### src/rtl/data_types_pkg.sv
// Shared types for the parameterised UART transmitter:
// control bundle, FSM state encoding and data-length clamp.
package data_types_pkg;

  localparam int CTRL_DIV_W = 16;

  typedef struct packed {
    logic [CTRL_DIV_W-1:0] br_div;
    logic [4:0]            len;
    logic                  stop;
    logic [1:0]            par;
    logic                  en;
  } tx_ctrl_t;

  typedef enum logic [2:0] {
    IDLE,
    START,
    DATA,
    PARITY,
    STOP
  } tx_state_t;

  function automatic logic [4:0] clamp_len(
    input logic [4:0] len,
    input int         max_w
  );
    if (int'(len) < 5) return 5'd5;
    if (int'(len) > max_w) return 5'(max_w);
    return len;
  endfunction

endpackage

### src/rtl/uart_tx_fifo.sv
// Small power-of-two TX FIFO with occupancy count;
// full pushes and empty pops are ignored.
module uart_tx_fifo #(
  parameter int DATA_W     = 9,
  parameter int FIFO_DEPTH = 4
) (
  input  logic                        clk,
  input  logic                        rst_n,
  input  logic                        i_push,
  input  logic [DATA_W-1:0]           i_wdata,
  input  logic                        i_pop,
  output logic [DATA_W-1:0]           o_rdata,
  output logic [$clog2(FIFO_DEPTH):0] o_level,
  output logic                        o_full,
  output logic                        o_empty
);

  localparam int AW = $clog2(FIFO_DEPTH);

  logic [DATA_W-1:0] r_mem [FIFO_DEPTH];
  logic [AW-1:0]     r_wp;
  logic [AW-1:0]     r_rp;
  logic [AW:0]       r_level;
  logic              w_push;
  logic              w_pop;

  assign o_full  = (r_level == (AW+1)'(FIFO_DEPTH));
  assign o_empty = (r_level == '0);
  assign o_level = r_level;
  assign o_rdata = r_mem[r_rp];
  assign w_push  = i_push && !o_full;
  assign w_pop   = i_pop && !o_empty;

  always_ff @(posedge clk) begin
    if (w_push) r_mem[r_wp] <= i_wdata;
  end

  always_ff @(posedge clk) begin
    if (!rst_n) begin
      r_wp    <= '0;
      r_rp    <= '0;
      r_level <= '0;
    end else begin
      if (w_push) r_wp <= r_wp + AW'(1);
      if (w_pop) r_rp <= r_rp + AW'(1);
      unique case ({w_push, w_pop})
        2'b10:   r_level <= r_level + (AW+1)'(1);
        2'b01:   r_level <= r_level - (AW+1)'(1);
        default: r_level <= r_level;
      endcase
    end
  end

endmodule

### src/rtl/uart_tx_param.sv
// FIFO-fed UART transmitter, runtime frame format.
// Define UART_TX_PARITY_EN to build the optional parity bit.
module uart_tx_param
  import data_types_pkg::*;
#(
  parameter int DATA_W     = 9,
  parameter int DIV_W      = 16,
  parameter int FIFO_DEPTH = 4
) (
  input  logic                        clk,
  input  logic                        rst_n,
  input  tx_ctrl_t                    control,
  input  logic [DATA_W-1:0]           wr_data,
  input  logic                        wr_valid,
  output logic                        wr_ready,
  output logic                        tx,
  output logic                        idle,
  output logic [$clog2(FIFO_DEPTH):0] level
);

`ifdef UART_TX_PARITY_EN
  localparam logic PAR_EN = 1'b1;
`else
  localparam logic PAR_EN = 1'b0;
`endif

  tx_state_t         r_state;
  tx_state_t         w_next;
  logic [DATA_W-1:0] r_shift;
  logic [DIV_W-1:0]  r_cnt;
  logic [DIV_W-1:0]  r_div;
  logic [4:0]        r_nd;
  logic [4:0]        r_bit;
  logic              r_stop;
  logic              r_sbit;
  logic              r_par_on;
  logic              r_par_bit;

  logic              w_full;
  logic              w_empty;
  logic              w_pop;
  logic              w_start;
  logic              w_div_end;
  logic              w_tx;
  logic [DATA_W-1:0] w_rdata;
  logic [DATA_W-1:0] w_mask;
  logic [4:0]        w_nd;
  logic [DIV_W-1:0]  w_div;
  logic              w_par_on;
  logic              w_par_bit;

  uart_tx_fifo #(
    .DATA_W     (DATA_W),
    .FIFO_DEPTH (FIFO_DEPTH)
  ) u_fifo (
    .clk     (clk),
    .rst_n   (rst_n),
    .i_push  (wr_valid),
    .i_wdata (wr_data),
    .i_pop   (w_pop),
    .o_rdata (w_rdata),
    .o_level (level),
    .o_full  (w_full),
    .o_empty (w_empty)
  );

  assign wr_ready  = !w_full;
  assign idle      = (r_state == IDLE) && w_empty;
  assign tx        = w_tx;
  assign w_start   = !w_empty && control.en;
  assign w_div_end = (r_cnt == r_div - DIV_W'(1));
  assign w_nd      = clamp_len(control.len, DATA_W);
  assign w_div     = (control.br_div == '0) ? DIV_W'(1)
                                            : DIV_W'(control.br_div);
  assign w_par_on  = PAR_EN && (control.par == 2'd1 ||
                                control.par == 2'd2);
  assign w_par_bit = (^(w_rdata & w_mask)) ^ (control.par == 2'd2);

  always_comb begin
    w_mask = '0;
    for (int i = 0; i < DATA_W; i++) w_mask[i] = (i < int'(w_nd));
  end

  always_comb begin
    w_next = r_state;
    w_pop  = 1'b0;
    unique case (r_state)
      IDLE: begin
        if (w_start) begin
          w_next = START;
          w_pop  = 1'b1;
        end
      end
      START: if (w_div_end) w_next = DATA;
      DATA: begin
        if (w_div_end && r_bit == r_nd - 5'd1)
          w_next = r_par_on ? PARITY : STOP;
      end
      PARITY: if (w_div_end) w_next = STOP;
      STOP: begin
        if (w_div_end && r_sbit == r_stop) begin
          if (w_start) begin
            w_next = START;
            w_pop  = 1'b1;
          end else begin
            w_next = IDLE;
          end
        end
      end
      default: w_next = IDLE;
    endcase
  end

  always_comb begin
    w_tx = 1'b1;
    unique case (r_state)
      START:   w_tx = 1'b0;
      DATA:    w_tx = r_shift[0];
      PARITY:  w_tx = r_par_bit;
      default: w_tx = 1'b1;
    endcase
  end

  // Frame format is captured at pop so control changes never reach a frame in flight.
  always_ff @(posedge clk) begin
    if (!rst_n) begin
      r_state   <= IDLE;
      r_shift   <= '0;
      r_cnt     <= '0;
      r_div     <= DIV_W'(1);
      r_nd      <= 5'd5;
      r_bit     <= '0;
      r_stop    <= 1'b0;
      r_sbit    <= 1'b0;
      r_par_on  <= 1'b0;
      r_par_bit <= 1'b0;
    end else begin
      r_state <= w_next;
      if (w_pop) begin
        r_shift   <= w_rdata;
        r_div     <= w_div;
        r_nd      <= w_nd;
        r_stop    <= control.stop;
        r_par_on  <= w_par_on;
        r_par_bit <= w_par_bit;
        r_cnt     <= '0;
        r_bit     <= '0;
        r_sbit    <= 1'b0;
      end else if (r_state != IDLE) begin
        if (w_div_end) begin
          r_cnt <= '0;
          if (r_state == DATA) begin
            r_shift <= r_shift >> 1;
            r_bit   <= r_bit + 5'd1;
          end
          if (r_state == STOP) r_sbit <= 1'b1;
        end else begin
          r_cnt <= r_cnt + DIV_W'(1);
        end
      end
    end
  end

endmodule

### config.mk
export PLATFORM = sky130hd
export DESIGN_NAME = uart_tx_param
export DESIGN_NICKNAME = d
export VERILOG_FILES = /design/src/rtl/data_types_pkg.sv /design/src/rtl/uart_tx_fifo.sv /design/src/rtl/uart_tx_param.sv
export SDC_FILE = /design/constraint.sdc
export NUM_CORES = 1
export LEC_CHECK = 0
export CAP_MARGIN = 25
export CELL_PAD_IN_SITES_DETAIL_PLACEMENT = 0
export CELL_PAD_IN_SITES_GLOBAL_PLACEMENT = 1
export CORE_UTILIZATION = 41
export DETAILED_ROUTE_END_ITERATION = 16
export GPL_TIMING_DRIVEN = 0
export PLACE_DENSITY = 0.81
export SLEW_MARGIN = 5
export SYNTH_ARGS = -nofsm -noshare
export SYNTH_HDL_FRONTEND = slang
export SYNTH_SLANG_ARGS = --single-unit
export TNS_END_PERCENT = 5
### constraint.sdc
create_clock -name clk -period 3.8 [get_ports clk]
set_clock_uncertainty 0.05 [all_clocks]
set_input_delay 0.57 -clock clk [delete_from_list [all_inputs] [get_ports clk]]
set_output_delay 0.57 -clock clk [all_outputs]
set_load 0.005 [all_outputs]
---- Word-level counts from Yosys, hierarchy flattened ----
Memories as Yosys holds them, arrays and structs flattened. A register that Yosys moved wholly into a read port is not among the register bits.
Cells that the tools add are included.
storage, ports and cells
  memories ................................ 1
  output and inout bits ................... 6
  bits in writable memories ............... 36
  register bits after elaboration ......... 64
memory list
  name          words  bits a word  rd ports  clocked after Yosys merged registers in  wr ports  RTL line            source
  u_fifo.r_mem  4      9            1         1                                        1         uart_tx_fifo.sv:20  logic [DATA_W-1:0] r_mem [FIFO_DEPTH];
operators by class
  bitwise gates (word level) .............. 3
  magnitude comparators ................... 11
  equal/unequal tests ..................... 16
  muxes and demuxes ....................... 29
  $add $sub $neg .......................... 8
  reduce and logical (&&, ||, !) cells .... 22
operators with widths
  kind                                                                   count
  9-bit two-way mux                                                      4
  16-bit two-way mux                                                     2
  3-bit by 5-bit < comparator with 1-bit output, first input constant    4
  5-bit two-way mux                                                      4
  16-bit by 1-bit adder with 16-bit output, second input constant        1
  16-bit equality test                                                   1
  16-bit logical NOT                                                     1
  16-bit by 1-bit subtractor with 16-bit output, second input constant   1
  3-bit two-way mux                                                      5
  3-bit case mux with 5 select lines                                     1
  1-bit by 5-bit < comparator with 1-bit output, first input constant    2
  2-bit by 5-bit < comparator with 1-bit output, first input constant    2
  2-bit != test, second input constant                                   5
  9-bit AND                                                              1
  3-bit AND reduction                                                    3
  9-bit XOR reduction                                                    1
  1-bit two-way mux                                                      8
  2-bit nonzero test                                                     4
  3-bit by 2-bit equality test with 1-bit output, second input constant  2
  3-bit equality test, second input constant                             2
  1-bit logical AND                                                      6
  3-bit logical NOT                                                      2
  3-bit case mux with 2 select lines                                     1
  5-bit by 1-bit adder with 5-bit output, second input constant          1
  other kinds (21)                                                       25

---- Logic depth before layout (Yosys ltp) ----
  depth after elaboration ................. 9
  mapped depth ............................ 15
  mapped depth without buffers ............ 15

---- Cells and area by module ----
A second synthesis with hierarchy kept.
second synthesis, totals
  cells, all modules ...................... 512
  area total of the unflattened synthesis .. 5151.2 um^2
by module, submodules not included
  module         area an instance (um^2)  instances  cells an instance  seq. area each (um^2)
  uart_tx_param  3364.5                   1          411                1141.1
  uart_tx_fifo   1786.7                   1          101                1261.2

---- Worst setup path after synthesis ----
Ideal clock, no wire load.
  path type ............................... register -> register
  start ................................... reg r_div[0]
  end ..................................... reg u_fifo.r_level[2], in the netlist u_fifo.o_level[2]
  slack ................................... 124 ps
  cell stages (with the launch flop) ...... 16
  path buffers ............................ 0
  data arrival time ....................... 3556 ps
  data required time ...................... 3680 ps
  library setup time ...................... 70 ps
  cells stage by stage .................... dfxtp_1 -> inv_1 -> ha_1 -> or4b_1 -> or3_1 -> a31oi_1 -> a21oi_1 -> o41ai_1 -> nand2_1 -> inv_1 -> ha_1 -> inv_1 -> fa_1 -> xor2_1 -> or3_1 -> a21oi_1
between the ends
  cells in the longest elaborated chain, start to end .. 8
  elaborated cells between the ends (all ways) .. 10
  classes of those cells .................. 1 x add/sub; 3 x eq/ne; 3 x mux; 3 x reduce/logical
RTL lines
  what                                                                                          RTL line              source
  start, declared                                                                               uart_tx_param.sv:31   logic [DIV_W-1:0] r_div;
  start signal, assigned                                                                        uart_tx_param.sv:141  r_div <= w_div;
  16-bit by 1-bit subtractor with 16-bit output (*)                                             uart_tx_param.sv:71   assign w_div_end = (r_cnt == r_div - DIV_W'(1));
  16-bit equality test (*)                                                                      uart_tx_param.sv:71
  1-bit logical AND (*)                                                                         uart_tx_param.sv:101  if (w_div_end && r_sbit == r_stop) begin
  1-bit two-way mux (*)                                                                         uart_tx_param.sv:101
  1-bit case mux with 2 select lines (*)                                                        uart_tx_param.sv:87   unique case (r_state)
  1-bit logical AND (*)                                                                         uart_tx_fifo.sv:32    assign w_pop = i_pop && !o_empty;
  named net u_fifo.w_pop                                                                        uart_tx_fifo.sv:25    logic w_pop;
  2-bit by 1-bit equality test with 1-bit output / 2-bit equality test (equally long branches)  uart_tx_fifo.sv:46    unique case ({w_push, w_pop})
  3-bit case mux with 2 select lines / 2-bit nonzero test (equally long branches)               n/a
  end signal, assigned                                                                          uart_tx_fifo.sv:47    2'b10: r_level <= r_level + (AW+1)'(1);
  end signal, assigned                                                                          uart_tx_fifo.sv:48    2'b01: r_level <= r_level - (AW+1)'(1);
  end signal, assigned                                                                          uart_tx_fifo.sv:49    default: r_level <= r_level;
  end, declared                                                                                 uart_tx_fifo.sv:23    logic [AW:0] r_level;
Mark *: on every way through the listed nets, which the timed path passes. The rest lies on a longest branch.
A chain may end at the register's enable or synchronous reset.

---- Final worst setup path ----
  start ................................... reg r_div[1]
  end ..................................... reg u_fifo.r_level[2], in the netlist u_fifo.o_level[2]
The elaborated chain is that of the path after synthesis.

==> results.md <==
- Status: finished, final reports clean
- CP cell instances: inv_1 > ha_4 > or4b_4 > or3_4 > a31oi_4 > a21oi_4 > o41ai_4 > nand2_2 > inv_4 > ha_2 > inv_1 > fa_2 > xor2_1 > or3_1 > a21oi_1
- CP dominant cell by count: inv_1
- Net Count, Synth: 555
- Seq pwr share: 0.353
- Hold_buf cts: 0
- CTS Buffer Depth: 2
- Commonest non-fill, non-tap cell in the layout: dfxtp_1
- Sw Share: 0.398
- Synthesized cell area: 0.00505 mm²
- # diodes: 0
- Peak supply drop: around 0.35 mV
- CTS tree: built
- CP arrival: between 3000 and 4000 ps
- Setup WS pre-CTS: -762 ps
- Buf/Inv on CP: 3
- Worst-margin pin slew: 1030 ps
- Crit share post-route: 0.966
- Core Box Area: 0.0120 mm²
- Async set-reset flop share out of synthesis: 0
- Post-Synthesis Cells: 508
- Post-synth EDFFs: 36
- Via count: approximately 4100
- Initial core utilization: 0.420
- CP startpoint kind: flop
- Ports: 43
- CP Max Fanout: 6
- Pint: 2540 µW
- Largest net degree at the start of global routing: 21
- First-pass GRT wire length: approximately 20 mm
- Via/cell ratio: 5.72
- Total GRT Usage: 0.205
- WL/cell: 17.2 µm
- Crit path launch: r_div[1]$_SDFFE_PN0N_
- Setup violations, final: 0
- Avg Cell Area, Syn: ~10 µm²
- Hpwl dp: 9.11 mm
- Combinational power share: 0.428
- Placed cell count: 697
- DRT Wirelength: 12.4 mm
- Number of cells on the worst hold path: 2
- Highest Clock Rate: 273 MHz
- Synth Warn #: 0
- Die Width: 113 µm
- Vias in the first global route: 4090
- Worst-Skew Late Latency: 350 ps
- Stages on worst setup path: 15
- Net Switching: 1680 µW
- Critical path class: reg2reg
- Fin crit period: 3670 ps
- Die Y: around 110 µm
- Clock Sinks: 102
- Slew headroom: 0.306
- Share of cells above drive strength 1: 0.105
- Clock share of power: 0.219
- Port-buffer cells: 42
- Post-DRT Antenna Nets: 0
- Prevailing post-synth register cell: dfxtp_1
- Post-route setup slack: around 130 ps
- Total global routing overflow: 0
- Synthesis-stage register bit count: 102
- DRC: 0
- CP max stage cell: or4b_4
- FP Rows: 40
- Worst r2r path cells: 15
- Final hold viol count: 0
- Max-Cap Viols: 0
- Die ar.: 0.0128 mm²
- Worst Path Required: 4040 ps
- HP Class: reg2reg
- Initial drt markers: 207
- Min-delay src: r_shift[8]$_SDFFE_PN0P_
- Crit path capture type: flop
- GP Congestion: 0.843
- Total power: between 4000 and 5000 µW
- Nets: 615
- Commonest non-fill, non-tap cells in the layout: dfxtp_1, clkdlybuf4s50_1, nor2_1, edfxtp_1, nand3_1
- Critical Path Max Stage Delay: 480 ps
- Max-slew violation total from the final report: 0
- Reg2reg start: r_div[1]$_SDFFE_PN0N_
- Crit-path leading delay family: simple AND/OR/NAND/NOR gates
- H-tree levels: 3
- Area grow syn2layout: 21.7%
- Leakage: 0.00211 µW
- PD cells: 688 mW/mm²
- Distinct cells, synth: 59
- Initial antenna violation count: 0
- CTS root buf: clkbuf_16
- Clock slew at reported path FFs: 80 ps
- DRT Pass-1 Iters: 7
- Register area share after synthesis: 0.476
- Total CTS buffers: 9
- Fin cells: between 700 and 800
-- worst register-to-register path, cell delays in order (launching register included) --
cell,delay (ps)
dfxtp_4,370
inv_1,100
ha_4,170
or4b_4,480
or3_4,400
a31oi_4,180
a21oi_4,100
o41ai_4,360
nand2_2,130
inv_4,90
ha_2,190
inv_1,60
fa_2,330
xor2_1,150
or3_1,310
a21oi_1,130
-- power groups by stage --
stage | Sequential, µW | Combinational [µW] | Clock (µW)
final | 1490 | 1810 | 924
after global routing | 1520 | 1980 | 977
after CTS | 1480 | 1720 | 943
after detailed placement | 1500 | 1640 | 0
after global placement | 1490 | 1610 | 0
after floorplan | 1440 | 1190 | 0
-- synthesized netlist by cell type (2+ instances only) --
cell       number  share of area
a211oi_1       20          0.030
a21boi_0        3         0.0045
a21oi_1        32          0.032
a31oi_1         6         0.0074
and3_1         14          0.017
buf_1           3         0.0022
buf_2           7         0.0069
clkbuf_1       15          0.011
dfxtp_1        66           0.26
edfxtp_1       36           0.21
ha_1            9          0.022
inv_1          13         0.0097
mux4_2          9          0.040
nand2_1        29          0.022
nand2b_1        3         0.0037
nand3_1        34          0.034
nand4_1         5         0.0062
nor2_1         38          0.028
nor3_1         11          0.011
nor3b_1         2         0.0030
nor4_1         13          0.016
o2111a_1        2         0.0045
o2111ai_1       3         0.0052
o211a_1         2         0.0040
o211ai_1        3         0.0045
o21ai_0        27          0.027
o21ai_1         2         0.0020
o221ai_1        8          0.014
o31ai_1         4         0.0060
or3_1           6         0.0074
or4_1           5         0.0074
xnor2_1        25          0.043
xor2_1         27          0.047
-- per-stage QoR --
step | setup TNS (ps) | instance area (µm²) | utilization | hold slack, ps
finish | 0 | 6140 | 0.511 | 441
floorplan | 0 | 5050 | - | 399
global placement | -1120 | 5650 | 0.470 | 408
global route | -20.1 | 6140 | 0.511 | 470
detailed placement | -1460 | 5650 | 0.470 | 432
CTS | 0 | 6020 | 0.501 | 441
-- logic make-up (layout without fill, tap and decap cells) --
group,count (synthesis),count (layout),synth area share
AOI/OAI and AO/OA,125,125,0.162
xor gates and xnor gates,52,52,0.0903
adders and majority gates,10,10,0.0263
buffers and inverters,40,105,0.0315
DFF,102,102,0.476
muxes,10,10,0.0422
and+or+nand+nor,169,169,0.171
-- worst paths after layout --
kind / end / slack, ps
hold reg to reg: r_shift[8]$_SDFFE_PN0P_ / 440
hold / removal: r_shift[8]$_SDFFE_PN0P_ / 440
setup / recovery: u_fifo.o_level[2]$_SDFFE_PN0P_ / 130
setup reg to reg: u_fifo.o_level[2]$_SDFFE_PN0P_ / 130
-- state kept, by name (all words and copies together) (netlist names), 2 cells and up, named ones only --
| register | flops |
|---|---|
| r_cnt | 16 |
| u_fifo.o_level | 3 |
| r_nd | 5 |
| r_shift | 9 |
| r_bit | 5 |
| u_fifo.r_rp | 2 |
| u_fifo.r_mem | 36 |
| u_fifo.r_wp | 2 |
| r_state | 3 |
| r_div | 16 |
-- per-layer routing --
| layer | up-vias | global-route usage | share of wire |
|---|---|---|---|
| li1 | 2032 | - | - |
| met1 | 1993 | 0.263 | 0.46 |
| met2 | 79 | 0.349 | 0.49 |
| met3 | 16 | 0.0418 | 0.041 |
| met4 | 0 | 0.0658 | 0.013 |
| met5 | - | 0 | 0 |
-- layout make-up --
class	count	area, µm²
buffer	25	103
clock buffer	9	225
clock inverter	7	72.6
fill	1070	5870
inverter	15	58.8
multi-input combinational	366	2620
sequential	102	2410
tap	147	184
timing repair buffer	49	473
-- timing repair --
| action | 4_1_cts | 5_1_grt |
|---|---|---|
| gates resized for setup | 16 | 12 |
| pin swaps | 2 | 4 |
| setup buffers | 1 | 6 |
| gates cloned | 0 | 0 |
| endpoints found under the setup margin | 21 | 2 |
No activity file was read; power rests on OpenSTA's default activity.
